[config.mk]
export PLATFORM = sky130hd
export DESIGN_NAME = lsu
export DESIGN_NICKNAME = d
export VERILOG_FILES = /design/src/rtl/lsu_pkg.sv /design/src/rtl/lsu_align.sv /design/src/rtl/lsu.sv
export SDC_FILE = /design/constraint.sdc
export NUM_CORES = 1
export LEC_CHECK = 0
export CELL_PAD_IN_SITES_DETAIL_PLACEMENT = 1
export CELL_PAD_IN_SITES_GLOBAL_PLACEMENT = 1
export CORE_AREA = 2 2 105 182
export CTS_CLUSTER_SIZE = 30
export DETAILED_ROUTE_END_ITERATION = 10
export DIE_AREA = 0 0 107 184
export PLACE_DENSITY_LB_ADDON = 0.1
export SLEW_MARGIN = 20
export SYNTH_ARGS = -nofsm -noshare
export SYNTH_HDL_FRONTEND = slang
export SYNTH_SLANG_ARGS = --single-unit
[constraint.sdc]
create_clock -name clk -period 1.9 [get_ports clk]
set_clock_uncertainty 0.2 [all_clocks]
set_input_delay 0.38 -clock clk [delete_from_list [all_inputs] [get_ports clk]]
set_output_delay 0.38 -clock clk [all_outputs]
set_load 0.01 [all_outputs]
[src/rtl/lsu_pkg.sv]
// Shared definitions for the load/store unit: FSM state encodings,
// funct3 access-size codes and the access legality rule.
package lsu_pkg;

   // FSM state encodings
   typedef logic [1:0] lsu_state_t;
   localparam lsu_state_t ST_IDLE = 2'd0;
   localparam lsu_state_t ST_REQ  = 2'd1;
   localparam lsu_state_t ST_DONE = 2'd2;

   // funct3 access size / signedness codes
   localparam logic [2:0] F3_B  = 3'b000;
   localparam logic [2:0] F3_H  = 3'b001;
   localparam logic [2:0] F3_W  = 3'b010;
   localparam logic [2:0] F3_BU = 3'b100;
   localparam logic [2:0] F3_HU = 3'b101;

   // An access is legal only when the size code exists for the operation
   // and the address is naturally aligned for that size.
   function automatic logic access_legal(input logic [2:0] f3,
                                         input logic [1:0] byte_off,
                                         input logic       is_store);
      logic ok;
      ok = 1'b0;
      case (f3)
         F3_B:  ok = 1'b1;
         F3_H:  ok = (byte_off[0] == 1'b0);
         F3_W:  ok = (byte_off == 2'b00);
         F3_BU: ok = !is_store;
         F3_HU: ok = !is_store && (byte_off[0] == 1'b0);
         default: ok = 1'b0;
      endcase
      return ok;
   endfunction

endpackage

[src/rtl/lsu_align.sv]
// Purely combinational data alignment for the LSU: store byte enables,
// store lane replication and load byte/half extraction with extension.
module lsu_align
   import lsu_pkg::*;
(
   input  logic [2:0]  funct3,
   input  logic [1:0]  byte_off,
   input  logic [31:0] store_data,
   input  logic [31:0] rdata,
   output logic [3:0]  be,
   output logic [31:0] store_lanes,
   output logic [31:0] load_value
);

   logic [31:0] byte_shifted;
   logic [7:0]  sel_byte;
   logic [15:0] sel_half;

   // Pick the addressed byte and half-word out of the read word
   always_comb begin
      byte_shifted = rdata >> {byte_off, 3'b000};
      sel_byte     = byte_shifted[7:0];
      sel_half     = byte_off[1] ? rdata[31:16] : rdata[15:0];
   end

   // Byte enables and replicated store data so any lane sees the value
   always_comb begin
      be          = 4'b0000;
      store_lanes = store_data;
      case (funct3)
         F3_B: begin
            be          = 4'b0001 << byte_off;
            store_lanes = {4{store_data[7:0]}};
         end
         F3_H: begin
            be          = 4'b0011 << byte_off;
            store_lanes = {2{store_data[15:0]}};
         end
         F3_W: begin
            be          = 4'b1111;
            store_lanes = store_data;
         end
         default: begin
            be          = 4'b0000;
            store_lanes = store_data;
         end
      endcase
   end

   // Extend the selected load value to a full register
   always_comb begin
      load_value = rdata;
      case (funct3)
         F3_B:    load_value = {{24{sel_byte[7]}}, sel_byte};
         F3_H:    load_value = {{16{sel_half[15]}}, sel_half};
         F3_W:    load_value = rdata;
         F3_BU:   load_value = {24'd0, sel_byte};
         F3_HU:   load_value = {16'd0, sel_half};
         default: load_value = rdata;
      endcase
   end

endmodule

[src/rtl/lsu.sv]
// Load/store unit: accepts one core memory request at a time, issues a
// single word-aligned memory transaction and pulses done (with err for
// illegal or timed-out accesses).
// Optional feature: define LSU_TIMEOUT_EN to abort REQ after TIMEOUT_CYCLES.
module lsu
   import lsu_pkg::*;
#(
   parameter int TIMEOUT_CYCLES = 255
) (
   input  logic        clk,
   input  logic        rst,
   input  logic        mem_read,
   input  logic        mem_write,
   input  logic [2:0]  funct3,
   input  logic [31:0] addr,
   input  logic [31:0] wdata,
   output logic [31:0] load_data,
   output logic        stall,
   output logic        done,
   output logic        err,
   output logic        dmem_req,
   output logic        dmem_we,
   output logic [31:0] dmem_addr,
   output logic [31:0] dmem_wdata,
   output logic [3:0]  dmem_be,
   input  logic [31:0] dmem_rdata,
   input  logic        dmem_ack
);

   lsu_state_t  state;
   logic [31:0] req_addr;
   logic [2:0]  req_f3;
   logic [31:0] req_wdata;
   logic        req_store;
   logic        err_pend;
   logic        new_req;
   logic        new_legal;
   logic [3:0]  be_steer;
   logic [31:0] wdata_steer;
   logic [31:0] load_ext;

`ifdef LSU_TIMEOUT_EN
   logic [15:0] timeout_cnt;
`else
   logic        unused_timeout;
   assign unused_timeout = ^TIMEOUT_CYCLES;
`endif

   // Decode the incoming request; a simultaneous read+write is a store
   always_comb begin
      new_req   = mem_read || mem_write;
      new_legal = access_legal(funct3, addr[1:0], mem_write);
   end

   lsu_align u_align (
      .funct3      (req_f3),
      .byte_off    (req_addr[1:0]),
      .store_data  (req_wdata),
      .rdata       (dmem_rdata),
      .be          (be_steer),
      .store_lanes (wdata_steer),
      .load_value  (load_ext)
   );

   // Request FSM: latch in IDLE, hold the memory request in REQ, pulse in DONE
   always_ff @(posedge clk) begin
      if (rst) begin
         state     <= ST_IDLE;
         req_addr  <= 32'd0;
         req_f3    <= 3'd0;
         req_wdata <= 32'd0;
         req_store <= 1'b0;
         err_pend  <= 1'b0;
         load_data <= 32'd0;
`ifdef LSU_TIMEOUT_EN
         timeout_cnt <= 16'd0;
`endif
      end else begin
         case (state)
            ST_IDLE: begin
               if (new_req) begin
                  req_addr  <= addr;
                  req_f3    <= funct3;
                  req_wdata <= wdata;
                  req_store <= mem_write;
                  err_pend  <= !new_legal;
                  state     <= new_legal ? ST_REQ : ST_DONE;
`ifdef LSU_TIMEOUT_EN
                  timeout_cnt <= 16'd0;
`endif
               end
            end
            ST_REQ: begin
               if (dmem_ack) begin
                  if (!req_store) begin
                     load_data <= load_ext;
                  end
                  err_pend <= 1'b0;
                  state    <= ST_DONE;
               end
`ifdef LSU_TIMEOUT_EN
               else if (timeout_cnt == 16'(TIMEOUT_CYCLES - 1)) begin
                  err_pend <= 1'b1;
                  state    <= ST_DONE;
               end else begin
                  timeout_cnt <= timeout_cnt + 16'd1;
               end
`endif
            end
            ST_DONE: begin
               err_pend <= 1'b0;
               state    <= ST_IDLE;
            end
            default: begin
               err_pend <= 1'b0;
               state    <= ST_IDLE;
            end
         endcase
      end
   end

   // Core- and memory-facing outputs decoded from the current state
   always_comb begin
      stall      = ((state == ST_IDLE) && new_req) || (state == ST_REQ);
      done       = (state == ST_DONE);
      err        = (state == ST_DONE) && err_pend;
      dmem_req   = (state == ST_REQ);
      dmem_we    = (state == ST_REQ) && req_store;
      dmem_be    = ((state == ST_REQ) && req_store) ? be_steer : 4'b0000;
      dmem_addr  = {req_addr[31:2], 2'b00};
      dmem_wdata = wdata_steer;
   end

endmodule

==> flow_metrics.tcl, run 1 <==
set metrics [dict create \
    run_status "finished, violations left" \
    crit_arrival_ps 1580 \
    tightest_slew_ps 541 \
    start_kind "flip-flop" \
    crit_type "reg2out" \
    cts_sinks 103 \
    area_delta_synth_final_pct 67.8 \
    hpwl_um 14100 \
    hp-class "reg2reg" \
    grtUsageTotal 0.192 \
    htree_levels 3 \
    grt_max_degree 69 \
    clkSlewWorstSetupHoldPaths_ps 70 \
    hold_depth 2 \
    num_vias 5002 \
    setup_violations 45 \
    diodes 0 \
    yosysUniqueCellTypes 35 \
    report.final.slew_viol_count 0 \
    first_global_vias 5494 \
    synth_seq_area_share 0.427 \
    syn_inst 604 \
    die_w_um 107 \
    rsz0062_at_grt "yes" \
    cts_buffers 9 \
    cts_tree "built" \
    drive_gt1_frac 0.284 \
    drt-total-wl_um 19000 \
    violations "setup timing" \
    drtPass1Iterations 4 \
    pwr-share-clk 0.287 \
    die_h_um 184 \
    swShare 0.306 \
    globalplace.congestion 0.844 \
    met3_length_um 895 \
    met2WireLength_um 10800 \
    p_leak_uw 0.00313 \
    path_max_fanout 8 \
    cp.required_ps 1320 \
    crit_start "req_f3[1]$_SDFFE_PP0P_" \
    avgSynthCellArea_um2 7.99 \
    fp.coreArea_um2 18100 \
    ys_top_cells_by_area "dfxtp_1 43%, nand2_1 13%, a21oi_1 8.2%, buf_4 6.4%, mux2_2 5.6%" \
    dr.first_iter.drc_count 115 \
    reg2reg_depth 7 \
    r2r-start "req_addr[1]$_SDFFE_PP0P_" \
    stdcell_count 1059 \
    comb_power_share 0.320 \
    wl_met1_um 6800 \
    final_cell_area_um2 8100 \
    initial_utilization 0.266 \
    syn_area_um2 4820 \
    pin_count 209 \
    grt_first_pass_wirelength_um 29200 \
    finalNetCount 925 \
    holdBufCountCts 0 \
    vias_per_cell 4.72 \
    dp.cells 1024 \
    drc 0 \
    synth_top_area_cell "dfxtp_1" \
    power_density_nw_per_um2 768 \
    max_cap_violations 0 \
    yosys_warnings 0 \
    cts_root_buf "clkbuf_16" \
    worstHoldStart "load_data[0]$_SDFFE_PP0P_" \
    gr-total-overflow 0 \
    yosys.area.top_type_share 0.427 \
    hold_violations 0 \
    fin_tns_setup_ps -6300 \
    seq_power_share 0.393 \
    worst_slack_ps -261 \
    p_int_uw 4310 \
    fin_crit_ps 2160 \
    endpoint_kind "output port" \
    vdd.ir_drop.worst_v 0.000383 \
    max_freq_mhz 463 \
    wl_per_cell_um 18.0 \
    synth_seq_cells 103 \
    cts_buffer_depth 2 \
    antenna_found_initial 0 \
    clk_latency_ps 340 \
    portBuffers 206 \
    dieArea_um2 19700 \
    whs_ps 253 \
    power_uw 6220 \
    placed_area_um2 7290 \
    ant_nets 0 \
    finalCritPeriodShare 1.14 \
    highest_layer "met4" \
    rows 65 \
    p_switching_uw 1900 \
    slew_headroom 0.639 \
    fillers 2135 \
]
power groups by stage:
stage	clock network, uW	logic (uW)	registers [uW]
2_1_floorplan	0	854	2460
3_3_place_gp	0	1770	2480
3_5_place_dp	0	1790	2480
4_1_cts	1870	1960	2450
5_1_grt	1940	2150	2470
6_report	1780	1990	2450
flip-flops by register name, summed over array words and instances (netlist names):
signal     flops
load_data     32
req_f3         3
err_pend       1
req_store      1
state          2
req_wdata     32
req_addr      32
final timing paths:
kind	end	slack, ps
worst max-delay path	dmem_wdata[14]	-260
worst min-delay path	load_data[0]$_SDFFE_PP0P_	250
worst max register to register	load_data[19]$_SDFFE_PP0P_	-90
worst min register to register	load_data[0]$_SDFFE_PP0P_	250
cells in the mapped netlist (all sizes together):
master    n
o21ai     9
inv       2
nor2     36
and2      2
a311oi    2
nand2   168
mux2i    10
a21oi    79
o21a      1
mux2     24
conb      1
and4bb    1
clkbuf   33
o31ai     7
and3b     1
nor2b     3
and2b     1
or3       2
a211oi   34
nand2b    9
a221oi    2
nand3b    9
o22ai     7
nor3      2
buf      51
a22oi     2
o22a      1
nor4      2
dfxtp   103
area by class of cell:
type	instances	area, um2	share of cell area
Clock buffer	10	239	0.0295
Clock inverter	5	41.3	0.00510
Inverter	2	7.51	0.000927
Multi-Input combinational cell	416	2630	0.325
Sequential cell	103	2090	0.258
Tap cell	234	293	0.0362
Timing Repair Buffer	289	2790	0.345
layer usage:
metal | GRT usage | vias up
li1 | - | 2432
met1 | 0.191 | 2387
met2 | 0.383 | 153
met3 | 0.0365 | 30
met4 | 0.0681 | 0
met5 | 0 | -
kinds of logic after synthesis:
logic type / synth area share
flops: 0.427
mux: 0.0768
simple gates: 0.207
compound gates: 0.185
other cells: 0.000777
buf+inv: 0.102
cells in the final DEF, fill, tap and decap left out, types with 2 or more instances in the layout:
| master | count |
|---|---|
| o22ai_1 | 2 |
| dfxtp_4 | 5 |
| a211oi_1 | 13 |
| nor2_2 | 4 |
| o21ai_0 | 8 |
| nor4_1 | 2 |
| clkinvlp_4 | 2 |
| conb_1 | 2 |
| buf_2 | 20 |
| nor2b_2 | 2 |
| buf_12 | 10 |
| nor2_1 | 24 |
| clkbuf_16 | 10 |
| inv_6 | 2 |
| dfxtp_2 | 8 |
| nand2b_4 | 2 |
| dlygate4sd2_1 | 9 |
| mux2_2 | 12 |
| a22oi_1 | 2 |
| clkdlybuf4s50_1 | 164 |
| a211oi_2 | 21 |
| dfxtp_1 | 90 |
| o22ai_2 | 5 |
| a21oi_1 | 69 |
| nand2b_1 | 6 |
| nand2_1 | 168 |
| buf_4 | 57 |
| a311oi_4 | 2 |
| mux2i_1 | 9 |
| nand3b_1 | 9 |
| buf_6 | 27 |
| mux2_4 | 12 |
| a21oi_2 | 9 |
| o31ai_1 | 6 |
| nor2_4 | 8 |
worst max-delay path, cell delays in order (launching register included):
cell and delay (ps):
dfxtp_4 370, nor3_4 180, buf_6 170, buf_6 110, mux2_4 290, buf_6 120
per-stage QoR:
step,utilization,setup WS [ps]
6_report,0.446,-261
3_5_place_dp,0.402,-431
3_3_place_gp,0.402,-361
5_1_grt,0.446,-326
4_1_cts,0.436,-288
2_1_floorplan,-,8.69
what timing repair did:
item,4_1_cts,5_1_grt
pin swaps,7,10
cloned,3,0
endpoints found under the setup margin,79,54
setup buffers,12,7
gates resized for setup,231,41
Power figures use the tool's default switching activity.
==> inputs of run 2 (changes only) <==
- GPL_TIMING_DRIVEN: not set -> 0
==> run 2 against run 1 <==
Effect of this change: the run still ends with setup timing left; sequential cell count unchanged; cell count up 4.7%; final area up 3.0%; power up 2.5%; combinational power up 5%; global-route usage up 1.3 points; register-to-register slack about the same; critical path depth unchanged; non-clock buffer count up 48; clock power up 3%; sequential power about the same.
==> flow_metrics.tcl, run 2 (synthesis results as in run 1) <==
set metrics [dict create \
    grt_util_met1 0.191 \
    setup_violations 52 \
    vias_per_cell 4.75 \
    cpPeakStageDelay_ps 370 \
    grt_max_degree 20 \
    die_w_um 107 \
    die_h_um 184 \
    finalCritPeriodShare 1.16 \
    p_leak_uw 0.00345 \
    power_density_nw_per_um2 764 \
    final_common_cell "nand2_1" \
    max_cap_violations 0 \
    tightest_slew_ps 675 \
    worstHoldStart "dmem_ack" \
    whs_ps 228 \
    dieArea_um2 19700 \
    htree_levels 3 \
    first_global_vias 5739 \
    ant_nets 0 \
    r2r-start "req_addr[1]$_SDFFE_PP0P_" \
    cts_tree "built" \
    top_usage_layer "met2" \
    critPathSlowestCell "dfxtp_4" \
    hp-class "in2reg" \
    reg2reg_depth 8 \
    antenna_found_initial 2 \
    area_delta_synth_final_pct 72.9 \
    crit_type "reg2out" \
    worst_slack_ps -307 \
    critPathBufInv 3 \
    rows 65 \
    initial_utilization 0.266 \
    hold_violations 0 \
    final_cell_area_um2 8340 \
    grt_use_met2 0.419 \
    violations "setup timing" \
    final_util 0.460 \
    globalplace.congestion 0.847 \
    finalNetCount 973 \
    report.final.slew_viol_count 0 \
    max_freq_mhz 453 \
    fin_crit_ps 2210 \
    hpwl_um 15400 \
    cts_buffers 9 \
    top_regs "load_data (32), req_addr (32), req_wdata (32)" \
    run_status "finished, violations left" \
    fp.coreArea_um2 18100 \
    cts_buffer_depth 2 \
    cts_sinks 103 \
    clk_latency_ps 350 \
    drive_gt1_frac 0.299 \
    gr-total-overflow 0 \
    rsz0062_at_grt "yes" \
    clkSlewWorstSetupHoldPaths_ps 80 \
    path_cells "buf_8 > nor3_4 > buf_12 > mux2_4 > buf_6" \
    drt-total-wl_um 20600 \
    slew_headroom 0.550 \
    grt_first_pass_wirelength_um 30800 \
    num_vias 5265 \
    final_cell_mix "167 x nand2_1, 131 x clkdlybuf4s50_1, 88 x dfxtp_1" \
    grtUsageTotal 0.205 \
    vdd.ir_drop.worst_v 0.000405 \
    crit_arrival_ps 1630 \
    wl_per_cell_um 18.6 \
    cts_root_buf "clkbuf_16" \
    pin_count 209 \
    cp.required_ps 1320 \
    portBuffers 205 \
    grtUsageMet3 0.0443 \
    drc 0 \
    holdBufCountCts 0 \
    critPathTopFamily "buffers and inverters" \
    path_depth 5 \
    endpoint_kind "output port" \
    dr.first_iter.drc_count 115 \
    hold_depth 3 \
    start_kind "flip-flop" \
    placed_area_um2 7170 \
    path_max_fanout 8 \
    crit_start "req_f3[1]$_SDFFE_PP0P_" \
    drtPass1Iterations 4 \
]
## run 2: cell count changes in the layout (fill, tap and decap cells not counted), moves of 6 or more
cell,change
clkbuf_1,+13
buf_12,-7
dlygate4sd2_1,+33
buf_6,+8
clkbuf_2,+12
dfxtp_4,+6
a211oi_2,-6
buf_2,-6
buf_4,+20
a211oi_1,+6
clkdlybuf4s50_1,-33
## run 2: worst paths after layout
path	to	slack [ps]
setup reg to reg	load_data[12]$_SDFFE_PP0P_	-100
hold reg to reg	load_data[0]$_SDFFE_PP0P_	260
setup / recovery	dmem_wdata[13]	-310
hold / removal	state[0]$_SDFFE_PP0P_	230
## run 2: report_power, final
group          switching, uW  internal [uW]  total (uW)
Sequential               124           2320        2450
Combinational            968           1110        2080
Clock                    933            911        1840
Total                   2030           4350        6370
## run 2: cell type report
cell class	instances	area [um2]
inverter	2	10.0
fill	2120	9790
antenna	1	2.50
sequential	103	2110
timing repair buffer	256	2430
multi-input combinational	416	2590
clock inverter	7	55.1
clock buffer	9	225
tap	234	293
buffer	81	632
## run 2: timing repair
action | 4_1_cts | 5_1_grt
setup endpoints to repair | 149 | 92
buffers inserted | 33 | 16
hold endpoints to repair | 0 | 0
gates resized for setup | 293 | 68
gates cloned | 1 | 1
pin swaps | 11 | 11
## run 2: routing by layer
metal / routed length, um / share of wire
met2: 11800 / 0.57
met3: 1080 / 0.052
met1: 7000 / 0.34
met5: 13 / 0.00063
met4: 748 / 0.036
## run 2: worst reg2reg max path: cells and delay by family, from the launching register on
family          cells  cell delay, ps
simple gates        1             240
buf+inv             4             550
compound gates      2             330
mux                 1             210
flops               1             330
## run 2: per-stage QoR
step	setup WS, ps	total power [uW]	cells	TNS [ps]
floorplan	8.69	3310	605	0
global placement	-1150	4180	1044	-58030
detailed placement	-1140	4210	1044	-60370
CTS	-337	6290	1091	-7170
global route	-370	6720	1108	-11180
finish	-307	6370	1109	-8610
==> inputs of run 3 (changes only) <==
- SETUP_SLACK_MARGIN: not set -> 0.5
==> run 3 against run 2 <==
Effect of this change: the flow still finishes with violations (setup timing); setup slack got worse by 8.6 ps; core utilization increased by 8.8 points; sequential cell count unchanged; final area up 19%; clock power is 3% higher; combinational power increased by 36%; wire length grew 9.8%; power increased by 13%; first-iteration DRC count down 1.7%; die area unchanged; critical path type unchanged; critical endpoint unchanged.
==> flow_metrics.tcl, run 3 (synthesis results as in run 1) <==
set metrics [dict create \
    drive_gt1_frac 0.612 \
    crit_arrival_ps 1640 \
    grt_util_met1 0.208 \
    grtUsageTotal 0.219 \
    hp-class "in2reg" \
    fp.coreArea_um2 18100 \
    die_h_um 184 \
    report.final.slew_viol_count 0 \
    initial_utilization 0.266 \
    die_w_um 107 \
    cp.required_ps 1320 \
    critPathSlowestCell "dfxtp_4" \
    reg2reg_depth 8 \
    slew_headroom 0.444 \
    dr.first_iter.drc_count 113 \
    antenna_found_initial 4 \
    final_cell_mix "156 x buf_6, 125 x nand2_1, 93 x clkdlybuf4s50_1" \
    p_leak_uw 0.00406 \
    vias_per_cell 4.83 \
    rsz0062_at_grt "yes" \
    setup_violations 88 \
    drt-total-wl_um 22600 \
    grt_max_degree 17 \
    max_cap_violations 0 \
    run_status "finished, violations left" \
    ant_nets 0 \
    gr-total-overflow 0 \
    wl_per_cell_um 19.7 \
    rows 65 \
    grtUsageMet3 0.0390 \
    cts_tree "built" \
    top_regs "load_data (32), req_addr (32), req_wdata (32)" \
    first_global_vias 5898 \
    dieArea_um2 19700 \
    hpwl_um 15600 \
    endpoint_kind "output port" \
    start_kind "flip-flop" \
    hold_violations 0 \
    worst_slack_ps -316 \
    cts_buffers 9 \
    vdd.ir_drop.worst_v 0.000387 \
    cpPeakStageDelay_ps 370 \
    drc 0 \
    final_util 0.548 \
    path_depth 5 \
    fillers 2013 \
    max_freq_mhz 451 \
    critPathBufInv 3 \
    critPathTopFamily "buffers and inverters" \
    power_density_nw_per_um2 723 \
    drtPass1Iterations 4 \
    cts_buffer_depth 2 \
    num_vias 5536 \
    grt_use_met2 0.440 \
    cts_root_buf "clkbuf_16" \
    tightest_slew_ps 834 \
    hold_depth 3 \
    violations "setup timing" \
    path_max_fanout 8 \
    globalplace.congestion 0.813 \
    cts_sinks 103 \
    htree_levels 3 \
    final_common_cell "buf_6" \
    final_cell_area_um2 9940 \
    area_delta_synth_final_pct 106 \
    holdBufCountCts 0 \
    clkSlewWorstSetupHoldPaths_ps 70 \
    finalCritPeriodShare 1.17 \
    portBuffers 205 \
    fin_crit_ps 2220 \
    top_usage_layer "met2" \
    placed_area_um2 7450 \
    grt_first_pass_wirelength_um 32700 \
    pin_count 209 \
    clk_latency_ps 350 \
    crit_type "reg2out" \
    finalNetCount 1009 \
    path_cells "clkbuf_16 > nor3_4 > buf_12 > mux2_4 > buf_6" \
]
run 3: where the power goes:
part / internal (uW) / switching (uW) / total (uW) / leakage [uW]
Sequential: 2340 / 145 / 2480 / 0.000880
Clock: 1020 / 862 / 1890 / 0.000136
Combinational: 1590 / 1230 / 2820 / 0.00305
run 3: final cells by class:
cell class	instances	area (um2)	share of cell area
clock buffer	11	233	0.0234
tap	234	293	0.0294
timing repair buffer	289	3000	0.302
multi-input combinational	416	3170	0.318
buffer	84	991	0.0996
inverter	2	10.0	0.00101
sequential	103	2190	0.220
antenna	2	5.00	0.000503
clock inverter	5	58.8	0.00591
run 3: repair_timing:
| action | in CTS | in global routing |
|---|---|---|
| endpoints found under the setup margin | 205 | 205 |
| resized for setup | 739 | 202 |
| setup buffers | 50 | 25 |
| pin swaps | 44 | 50 |
| cloned | 6 | 3 |
| hold endpoints to repair | 0 | 0 |
run 3: layer usage:
metal,wire length [um],part of all wire,vias to the layer above
met3,985,0.044,37
met4,673,0.030,4
li1,-,-,2614
met2,13400,0.59,165
met5,24,0.0011,-
met1,7590,0.34,2716
run 3: path summary, 6_finish.rpt:
kind,start,to,slack [ps]
max,req_f3[1]$_SDFFE_PP0P_,dmem_wdata[13],-320
min,funct3[1],req_f3[1]$_SDFFE_PP0P_,130
max reg2reg,state[1]$_SDFFE_PP0P_,load_data[9]$_SDFFE_PP0P_,-110
min reg2reg,req_addr[6]$_SDFFE_PP0P_,req_addr[6]$_SDFFE_PP0P_,260
run 3: per-stage QoR:
stage / power [uW] / std cells / setup TNS (ps) / setup WS, ps / hold WS [ps]
finish: 7190 / 1146 / -10660 / -316 / 131
global route: 7530 / 1146 / -17650 / -375 / 147
CTS: 6880 / 1116 / -8260 / -355 / 252
detailed placement: 4340 / 1044 / -45670 / -763 / 251
global placement: 4310 / 1044 / -43020 / -755 / 238
floorplan: 3440 / 605 / 0 / 148 / 234
run 3: tightest hold or removal path, stage by stage:
cell	delay, ps
dlymetal6s2s_1	150
nand2_2	70
a21oi_2	40
